File: config.mk
export PLATFORM = sky130hd
export DESIGN_NAME = sdram_frame_fetcher
export DESIGN_NICKNAME = d
export VERILOG_FILES = /design/src/rtl/sdram_frame_fetcher.sv
export SDC_FILE = /design/constraint.sdc
export NUM_CORES = 1
export LEC_CHECK = 0
export CAP_MARGIN = 15
export CORE_MARGIN = 2
export CORE_UTILIZATION = 40
export DETAILED_ROUTE_END_ITERATION = 8
export PLACE_DENSITY_LB_ADDON = 0.12
export RECOVER_POWER = 100
export REMOVE_ABC_BUFFERS = 1
export SYNTH_ARGS = -nofsm -noshare
export SYNTH_HDL_FRONTEND = slang
export SYNTH_SLANG_ARGS = --single-unit
File: constraint.sdc
create_clock -name sys_clk -period 3.1 [get_ports sys_clk]
set_clock_uncertainty 0.05 [all_clocks]
set_input_delay 0.62 -clock sys_clk [delete_from_list [all_inputs] [get_ports sys_clk]]
set_output_delay 0.62 -clock sys_clk [all_outputs]
set_load 0.02 [all_outputs]
File: src/rtl/sdram_frame_fetcher.sv
// rtl/sdram_frame_fetcher.sv - reads one packed RGB frame from SDRAM and unpacks it into the input image buffer
//
// Ports:
//   sys_clk, reset_n          clock, asynchronous active-low reset
//   start                     one-cycle request to fetch a frame (ignored unless idle)
//   mem_rd_req/addr/gnt       SDRAM read request, word address, same-cycle grant
//   mem_rd_valid/data         SDRAM read data return
//   pixel_we/addr/data        byte writes into the input image buffer
//   busy, done, error         frame in progress, one-cycle completion pulse, sticky timeout flag

module sdram_frame_fetcher #(
    parameter int          IMAGE_WIDTH  = 224,
    parameter int          IMAGE_HEIGHT = 224,
    parameter int          CHANNELS     = 3,
    parameter logic [19:0] BASE_ADDR    = 20'h00000,
    parameter int          TIMEOUT      = 1023
) (
    input  logic        sys_clk,
    input  logic        reset_n,
    input  logic        start,
    output logic        mem_rd_req,
    output logic [19:0] mem_rd_addr,
    input  logic        mem_rd_gnt,
    input  logic        mem_rd_valid,
    input  logic [31:0] mem_rd_data,
    output logic        pixel_we,
    output logic [19:0] pixel_addr,
    output logic [7:0]  pixel_data,
    output logic        busy,
    output logic        done,
    output logic        error
);

    localparam int TOTAL_BYTES = IMAGE_WIDTH * IMAGE_HEIGHT * CHANNELS;
    localparam int NUM_WORDS   = (TOTAL_BYTES + 3) / 4;
    localparam int TAIL_BYTES  = TOTAL_BYTES % 4;
    // The counter only ever holds 0..TIMEOUT-1; reaching TIMEOUT is the error itself.
    localparam int TW          = (TIMEOUT > 1) ? $clog2(TIMEOUT) : 1;

    localparam logic [TW-1:0] TMO_LAST        = TW'(TIMEOUT - 1);
    localparam logic [19:0]   LAST_WORD       = 20'(NUM_WORDS - 1);
    localparam logic [2:0]    LAST_WORD_BYTES = (TAIL_BYTES == 0) ? 3'd4 : 3'(TAIL_BYTES);

    typedef enum logic [2:0] {
        S_IDLE,
        S_REQ,
        S_WAIT,
        S_UNPACK,
        S_DONE,
        S_ERROR
    } state_t;

    state_t        state;
    logic [19:0]   word_cnt;
    logic [19:0]   byte_cnt;
    logic [TW-1:0] tmo_cnt;
    logic [31:0]   word_buf;
    logic [2:0]    byte_idx;    // next byte of word_buf to write; byte 0 goes out on the valid edge
    logic [2:0]    word_bytes;

    // Only the final word may be short, so the buffer never sees an address >= TOTAL_BYTES.
    assign word_bytes = (word_cnt == LAST_WORD) ? LAST_WORD_BYTES : 3'd4;

    always_ff @(posedge sys_clk or negedge reset_n) begin
        if (!reset_n) begin
            state       <= S_IDLE;
            word_cnt    <= '0;
            byte_cnt    <= '0;
            tmo_cnt     <= '0;
            word_buf    <= '0;
            byte_idx    <= '0;
            mem_rd_req  <= 1'b0;
            mem_rd_addr <= '0;
            pixel_we    <= 1'b0;
            pixel_addr  <= '0;
            pixel_data  <= '0;
            busy        <= 1'b0;
            done        <= 1'b0;
            error       <= 1'b0;
        end else begin
            done <= 1'b0;
            case (state)
                S_IDLE: begin
                    if (start) begin
                        word_cnt    <= '0;
                        byte_cnt    <= '0;
                        tmo_cnt     <= '0;
                        error       <= 1'b0;
                        busy        <= 1'b1;
                        mem_rd_req  <= 1'b1;
                        mem_rd_addr <= BASE_ADDR;
                        state       <= S_REQ;
                    end
                end

                // A valid arriving together with the grant belongs to no request yet and is dropped.
                S_REQ: begin
                    if (mem_rd_gnt) begin
                        mem_rd_req <= 1'b0;
                        tmo_cnt    <= '0;
                        state      <= S_WAIT;
                    end else if (tmo_cnt == TMO_LAST) begin
                        mem_rd_req <= 1'b0;
                        busy       <= 1'b0;
                        error      <= 1'b1;
                        state      <= S_ERROR;
                    end else begin
                        tmo_cnt <= tmo_cnt + TW'(1);
                    end
                end

                S_WAIT: begin
                    if (mem_rd_valid) begin
                        word_buf   <= mem_rd_data;
                        pixel_we   <= 1'b1;
                        pixel_addr <= byte_cnt;
                        pixel_data <= mem_rd_data[7:0];
                        byte_cnt   <= byte_cnt + 20'd1;
                        byte_idx   <= 3'd1;
                        state      <= S_UNPACK;
                    end else if (tmo_cnt == TMO_LAST) begin
                        busy  <= 1'b0;
                        error <= 1'b1;
                        state <= S_ERROR;
                    end else begin
                        tmo_cnt <= tmo_cnt + TW'(1);
                    end
                end

                S_UNPACK: begin
                    if (byte_idx < word_bytes) begin
                        pixel_we   <= 1'b1;
                        pixel_addr <= byte_cnt;
                        pixel_data <= word_buf[{byte_idx[1:0], 3'b000} +: 8];
                        byte_cnt   <= byte_cnt + 20'd1;
                        byte_idx   <= byte_idx + 3'd1;
                    end else begin
                        pixel_we <= 1'b0;
                        word_cnt <= word_cnt + 20'd1;
                        if (word_cnt == LAST_WORD) begin
                            done  <= 1'b1;
                            busy  <= 1'b0;
                            state <= S_DONE;
                        end else begin
                            mem_rd_req  <= 1'b1;
                            mem_rd_addr <= BASE_ADDR + word_cnt + 20'd1;
                            tmo_cnt     <= '0;
                            state       <= S_REQ;
                        end
                    end
                end

                S_DONE:  state <= S_IDLE;
                S_ERROR: state <= S_IDLE;
                default: state <= S_IDLE;
            endcase
        end
    end

endmodule

==> results of run 1 <==
[layout by cell type, fill, tap and decap left out, types with 8 or more instances in the layout]
cell and instances:
inv_1 8, mux2_2 21, nand4_1 15, and3_1 9, dfrtp_1 141, clkbuf_1 8
a22oi_1 8, nand3_1 15, buf_4 11, nand2_1 143, nor3_1 9, nor2_1 34
a22o_1 14, clkbuf_16 17, a31oi_1 9, o31ai_1 27, xor2_1 16, a21oi_1 23
mux4_2 8, clkdlybuf4s50_1 34, o21ai_0 32, dlygate4sd3_1 54, xnor2_1 17
[layout make-up]
class                   count  area (um^2)  area share (%)
repair buffers            109         1030            12.3
well taps                 220          275            3.26
flip-flops and latches    141         3530            41.8
inverters                   8         30.0           0.356
clock buffers              21          470            5.58
clock inverters            10         90.1            1.07
multi-input cells         476         3010            35.7
[synthesized netlist by cell type (all sizes together) (9+ instances only)]
| library cell | instances |
|---|---|
| xor2 | 16 |
| mux2 | 21 |
| a22o | 14 |
| nand4 | 16 |
| a21oi | 23 |
| xnor2 | 17 |
| nor3 | 11 |
| o31ai | 27 |
| dfrtp | 141 |
| nand3 | 15 |
| clkbuf | 24 |
| nand2 | 143 |
| nor2 | 34 |
| buf | 18 |
| and3 | 10 |
| o21ai | 32 |
| a31oi | 9 |
[worst reg2reg max path: stages, from the launching register on]
cell      delay, ns
dfrtp_1        0.42
ha_1           0.26
nand3_1        0.28
nor3_2         0.49
a21oi_1        0.24
clkbuf_1       0.33
a41oi_1        0.28
a31oi_1        0.06
[through the flow]
step | TNS, ns | util, %
finish | 0 | 51.1
global route | 0 | 51.1
CTS | 0 | 51.3
detailed placement | 0 | 47.9
global placement | 0 | 47.9
floorplan | -4.21 | -
[cell families after synthesis]
| logic type | count (synthesis) | share of synthesized area, % |
|---|---|---|
| simple gates | 277 | 20.2 |
| flops | 141 | 52.2 |
| compound gates | 131 | 12.9 |
| buf+inv | 50 | 3.24 |
| xor+xnor | 33 | 4.28 |
| mux | 30 | 6.31 |
| fa+ha+maj | 5 | 0.925 |
[power groups by stage]
stage	Clock, W	Sequential [W]	Combinational, W
floorplan	0	0.00271	0.00122
global placement	0	0.00266	0.00213
detailed placement	0	0.00268	0.00217
CTS	0.00198	0.00266	0.00218
global route	0.00207	0.00271	0.00231
finish	0.00193	0.00265	0.00207
[layer usage]
layer  share of wire [%]  global-route usage, %
met3                 4.2                   4.76
met2                  49                   30.3
met1                  46                   24.6
met5                   0                      0
met4                 1.1                   4.14
[state kept, by name, summed over array words and instances (netlist names), 8 cells and up]
register	flops
byte_cnt	20
pixel_data	8
pixel_addr	20
word_buf	32
tmo_cnt	10
word_cnt	20
mem_rd_addr	20
[final timing paths]
| check | to | depth (start not counted) | start | slack (ns) |
|---|---|---|---|---|
| max | word_cnt[19] | 7 | word_cnt[0] | 0.54 |
| max reg2reg | word_cnt[19] | 7 | word_cnt[0] | 0.54 |
| min | word_buf[23] | 2 | word_buf[23] | 0.42 |
| min reg2reg | word_buf[23] | 2 | word_buf[23] | 0.42 |
| min in group asynchronous | tmo_cnt[4] | 1 | reset_n | 0.72 |
| max in group asynchronous | mem_rd_addr[3] | 2 | reset_n | 0.94 |
==> metrics, run 1 <==
outcome finished, violations left; violated checks max-capacitance violations, max-slew violations; sequential group share of total power 39.8%; Tot GR Track Use 18.4%; mapped cell area approximately 6800 um^2; Max Fanout on Critical Path 12; distinct cell type count of the synthesized netlist 61; final setup violation count 0; fillers between 1000 and 1500; commonest register cell after synthesis dfrtp_1; crit path capture type flop; #FFs+latches synth 141; net switching power 0.00235 W; maximum clock path buffer count 2; Final Power 0.00665 W; area after detailed placement around 7900 um^2; unrepaired setup endpoints after global routing no; layout overhead on the synthesized area 24.8%; number of global-route vias before repair 5438; final worst slack 0.538 ns; number of remaining DRC errors 0; root buf cell clkbuf_16; Arrival @ worst endpoint about 2.8 ns; biggest area consumer among synthesized cells dfrtp_1; post-layout instance area ~8400 um^2; transition at the pin with the smallest max-transition slack 2.00 ns; starting density of the core 40.9%; post-detailed-route via-to-cell ratio between 5 and 6; clock tree from TritonCTS yes; wire length of the first global-routing pass 26700 um; Hold Violations, Final 0; fraction of post-synthesis cell area in the top cell type by area 52.2%; Post-CTS Hold Buffers 0; standby leakage power 3.94 nW; share of cells above drive strength 1 11.1%; Site Rows 47; number of antenna violations at the first check in global routing 0; total vias in the final route around 5300; P per Cell Area 789 nW/um^2; time the worst path needs with I/O delays and setup 2.56 ns; instance count of the mapped netlist 667; Max-Slew Margin vs Limit -33.1%; Port Buffer Count between 80 and 90; count of pins over their slew limit 76; overall overflow remaining after global route 0; Max VDD drop roughly 0.00055 V; top cells by area, synth dfrtp_1 (52%), nand2_1 (7.9%), mux2_2 (3.5%), o31ai_1 (3.0%), mux4_2 (2.7%); total instance count after detailed placement 954; Post CTS Setup Buffer Count 0; maximum achievable frequency between 300 and 400 MHz; Slowest cell on crit path nor3_2; worst hold margin 0.419 ns; share of total power in combinational logic slightly above 30%; Top Ports 90; peak per-stage delay on the critical path a little under 0.5 ns; yosys synthesis warning count 0; number of enable-type register cells in the synthesized netlist 0; wire per inst approximately 16 um; TritonCTS buffer count 17; max-cap check violation count 1; Clock Pin Slew Worst Setup and Hold Paths 0.06 ns; CTS H-tree depth 4; Post-layout nets between 700 and 800; Die X 134 um; total wirelength of the detailed-routed design 15700 um; synthesized area per cell 10.1 um^2; detailed-router iteration count before antenna repair 5; share of synthesized area occupied by flip-flops and latches 52.2%; part of the cycle the worst path needs 82.6%; Largest delay share family, worst path simple AND/OR/NAND/NOR gates; worst path bufs/invs 1; RD Place Congestion 0.783; number of violations reported at the end of detailed-routing iteration 0 339; startpoint type of the worst setup path flop; cells along the critical path ha_1 -> nand3_1 -> nor3_2 -> a21oi_1 -> clkbuf_1 -> a41oi_1 -> a31oi_1; Switching Share 35.3%; area enclosed by the die boundary 18000 um^2; proportion of power drawn by the clock network 29.0%; Ant. Diodes 0; Critical Path RT 3.32 ns; estimated wirelength of the detail-placed design roughly 11000 um; Gates resized, CTS repair 0; cell internal pwr 0.00431 W; Final Instance Count excl. Fillers 985; Die Y 134 um; core region area 16500 um^2; hold crit path type reg2reg; critical setup path kind reg2reg; DP Worst Slack 0.410 ns; CTS sink cnt ~140; maximum number of pins on one net before global-route repair 77; antenna-violating nets left 0; share of flip-flops with an asynchronous set or reset 100%; clock network latency to the later pin of the worst-skew pair about 0.42 ns
No activity file was read; power rests on OpenSTA's default activity.
==> run 2, diff against run 1 <==
clock period = 2.6 ns   (was 3.1 ns; I/O delays follow)
==> run 2 against run 1 <==
  * The run still ends with max-capacitance violations, max-slew violations left
  * Design area increased by 1.0%
  * Die area unchanged
  * Register-to-register slack got worse by 0.27 ns
  * Critical path depth decreased by 1
  * Via count decreased by 0.53%
  * Sequential share of layout area decreased by 0.43 points
  * Clock power increased by 26%
  * Utilization increased by 0.53 points
  * Global-route usage increased by 0.13 points
  * Combinational power increased by 24%
  * Largest power group unchanged
==> metrics, run 2 (same netlist as run 1, synthesis figures left out) <==
outcome finished, violations left; violated checks max-capacitance violations, max-slew violations; Crit Reg-Reg Endpoint busy; peak per-stage delay on the critical path 0.43 ns; maximum clock path buffer count 2; origin of the worst setup path word_cnt[0]; DP Worst Slack 0.0787 ns; cells along the critical path ha_1 -> nand3_2 -> nor3_2 -> a21oi_1 -> nand4b_1 -> mux2_2; register with the most flip-flops word_buf; CTS H-tree depth 4; R2R Setup Slk roughly 0.27 ns; Critical Path RT around 2.9 ns; Ant. Diodes 0; hold-critical path depth 2; total wirelength of the detailed-routed design 15800 um; Die X 134 um; antenna-violating nets left 0; number of remaining DRC errors 0; P per Cell Area 949 nW/um^2; Largest delay share family, worst path simple AND/OR/NAND/NOR gates; estimated wirelength of the detail-placed design ~11000 um; Post-CTS Hold Buffers 0; final worst slack 0.271 ns; wire per inst 15.9 um; fillers between 1000 and 1500; destination of the worst hold path word_buf[2]; Arrival @ worst endpoint 2.58 ns; wire length of the first global-routing pass 26700 um; RD Place Congestion 0.813; core region area 16500 um^2; Clock Pin Slew Worst Setup and Hold Paths 0.06 ns; Top Ports 90; RR Startpoint word_cnt[0]; hold crit path type reg2reg; Site Rows 47; time the worst path needs with I/O delays and setup 2.33 ns; Hold Violations, Final 0; Port Buffer Count 89; Slowest cell on crit path dfrtp_1; area enclosed by the die boundary between 15000 and 20000 um^2; maximum achievable frequency approximately 430 MHz; Post CTS Setup Buffer Count 0; Max-Slew Margin vs Limit -5.69%; unrepaired setup endpoints after global routing no; hold wc startpoint word_buf[2]; clock tree from TritonCTS yes; number of flip-flops under the largest register name 32; final setup violation count 0; max-cap check violation count 1; total vias in the final route 5285; share of cells above drive strength 1 12.8%; Post-layout nets 804; transition at the pin with the smallest max-transition slack 1.59 ns; Max Fanout on Critical Path 7; startpoint type of the worst setup path flop; number of violations reported at the end of detailed-routing iteration 0 340; Die Y 134 um; standby leakage power 3.99 nW; root buf cell clkbuf_16; starting density of the core slightly above 40%; Gates resized, CTS repair 0; depth of the most critical reg-to-reg path 6; TritonCTS buffer count 17; layout overhead on the synthesized area 26.1%; commonest non-fill, non-tap cells in the layout nand2_1 (143), dfrtp_1 (141), dlygate4sd3_1 (53), clkdlybuf4s50_1 (35), nor2_1 (33); most common cell after layout, fill and taps aside nand2_1; number of global-route vias before repair 5393; critical setup path kind reg2reg; overall overflow remaining after global route 0; Final Power approximately 0.0081 W; detailed-router iteration count before antenna repair 4; clock network latency to the later pin of the worst-skew pair 0.42 ns; worst hold margin 0.424 ns; Max VDD drop 0.000572 V; area after detailed placement around 8000 um^2; post-detailed-route via-to-cell ratio roughly 5.3; worst path bufs/invs 0; Tot GR Track Use between 10% and 20%; count of pins over their slew limit 64; CTS sink cnt 141; part of the cycle the worst path needs 89.6%; crit path capture type flop; number of antenna violations at the first check in global routing 0; maximum number of pins on one net before global-route repair 65; post-layout instance area 8530 um^2
run 2: cell count changes in the layout (fill, tap and decap cells not counted), moves of 2 or more:
| cell | delta |
|---|---|
| clkbuf_1 | -2 |
| clkbuf_2 | +6 |
| buf_4 | +3 |
| clkinv_4 | +3 |
run 2: worst register-to-register path: cells and delay by family, from the launching register on:
family | cells | cell delay [ns]
fa+ha+maj | 1 | 0.28
compound gates | 1 | 0.26
mux | 1 | 0.30
simple gates | 3 | 0.89
flops | 1 | 0.43
run 2: worst max-delay path by stage:
stage / to / cells after the start
after CTS: busy / 6
final: busy / 6
after floorplan: pixel_addr[10] / 4
after global routing: byte_cnt[1] / 5
after detailed placement: byte_cnt[19] / 6
after global placement: byte_cnt[19] / 6
run 2: metal layers:
layer	track usage, %	routed length (um)
met3	4.12	523
met4	5.61	204
met2	30.1	7710
met1	24.9	7390
met5	0	0
run 2: final cells by class:
type | instances | area, um^2 | share of cell area [%]
flip-flops and latches | 141 | 3530 | 41.4
multi-input cells | 476 | 3010 | 35.3
repair buffers | 118 | 1090 | 12.8
clock buffers | 19 | 453 | 5.31
well taps | 220 | 275 | 3.23
clock inverters | 13 | 141 | 1.66
inverters | 8 | 30.0 | 0.352
run 2: stage by stage:
step / TNS (ns) / instances / util [%]
2_1_floorplan: -19.09 / 625 / -
3_3_place_gp: 0 / 963 / 48.4
3_5_place_dp: 0 / 963 / 48.4
4_1_cts: 0 / 995 / 51.9
5_1_grt: 0 / 995 / 51.6
6_report: 0 / 995 / 51.6
run 2: where the power goes:
| group | internal, W | switching, W |
|---|---|---|
| Combinational | 0.00108 | 0.00148 |
| Sequential | 0.00268 | 0.000421 |
| Clock | 0.00147 | 0.000963 |
| Total | 0.00523 | 0.00286 |
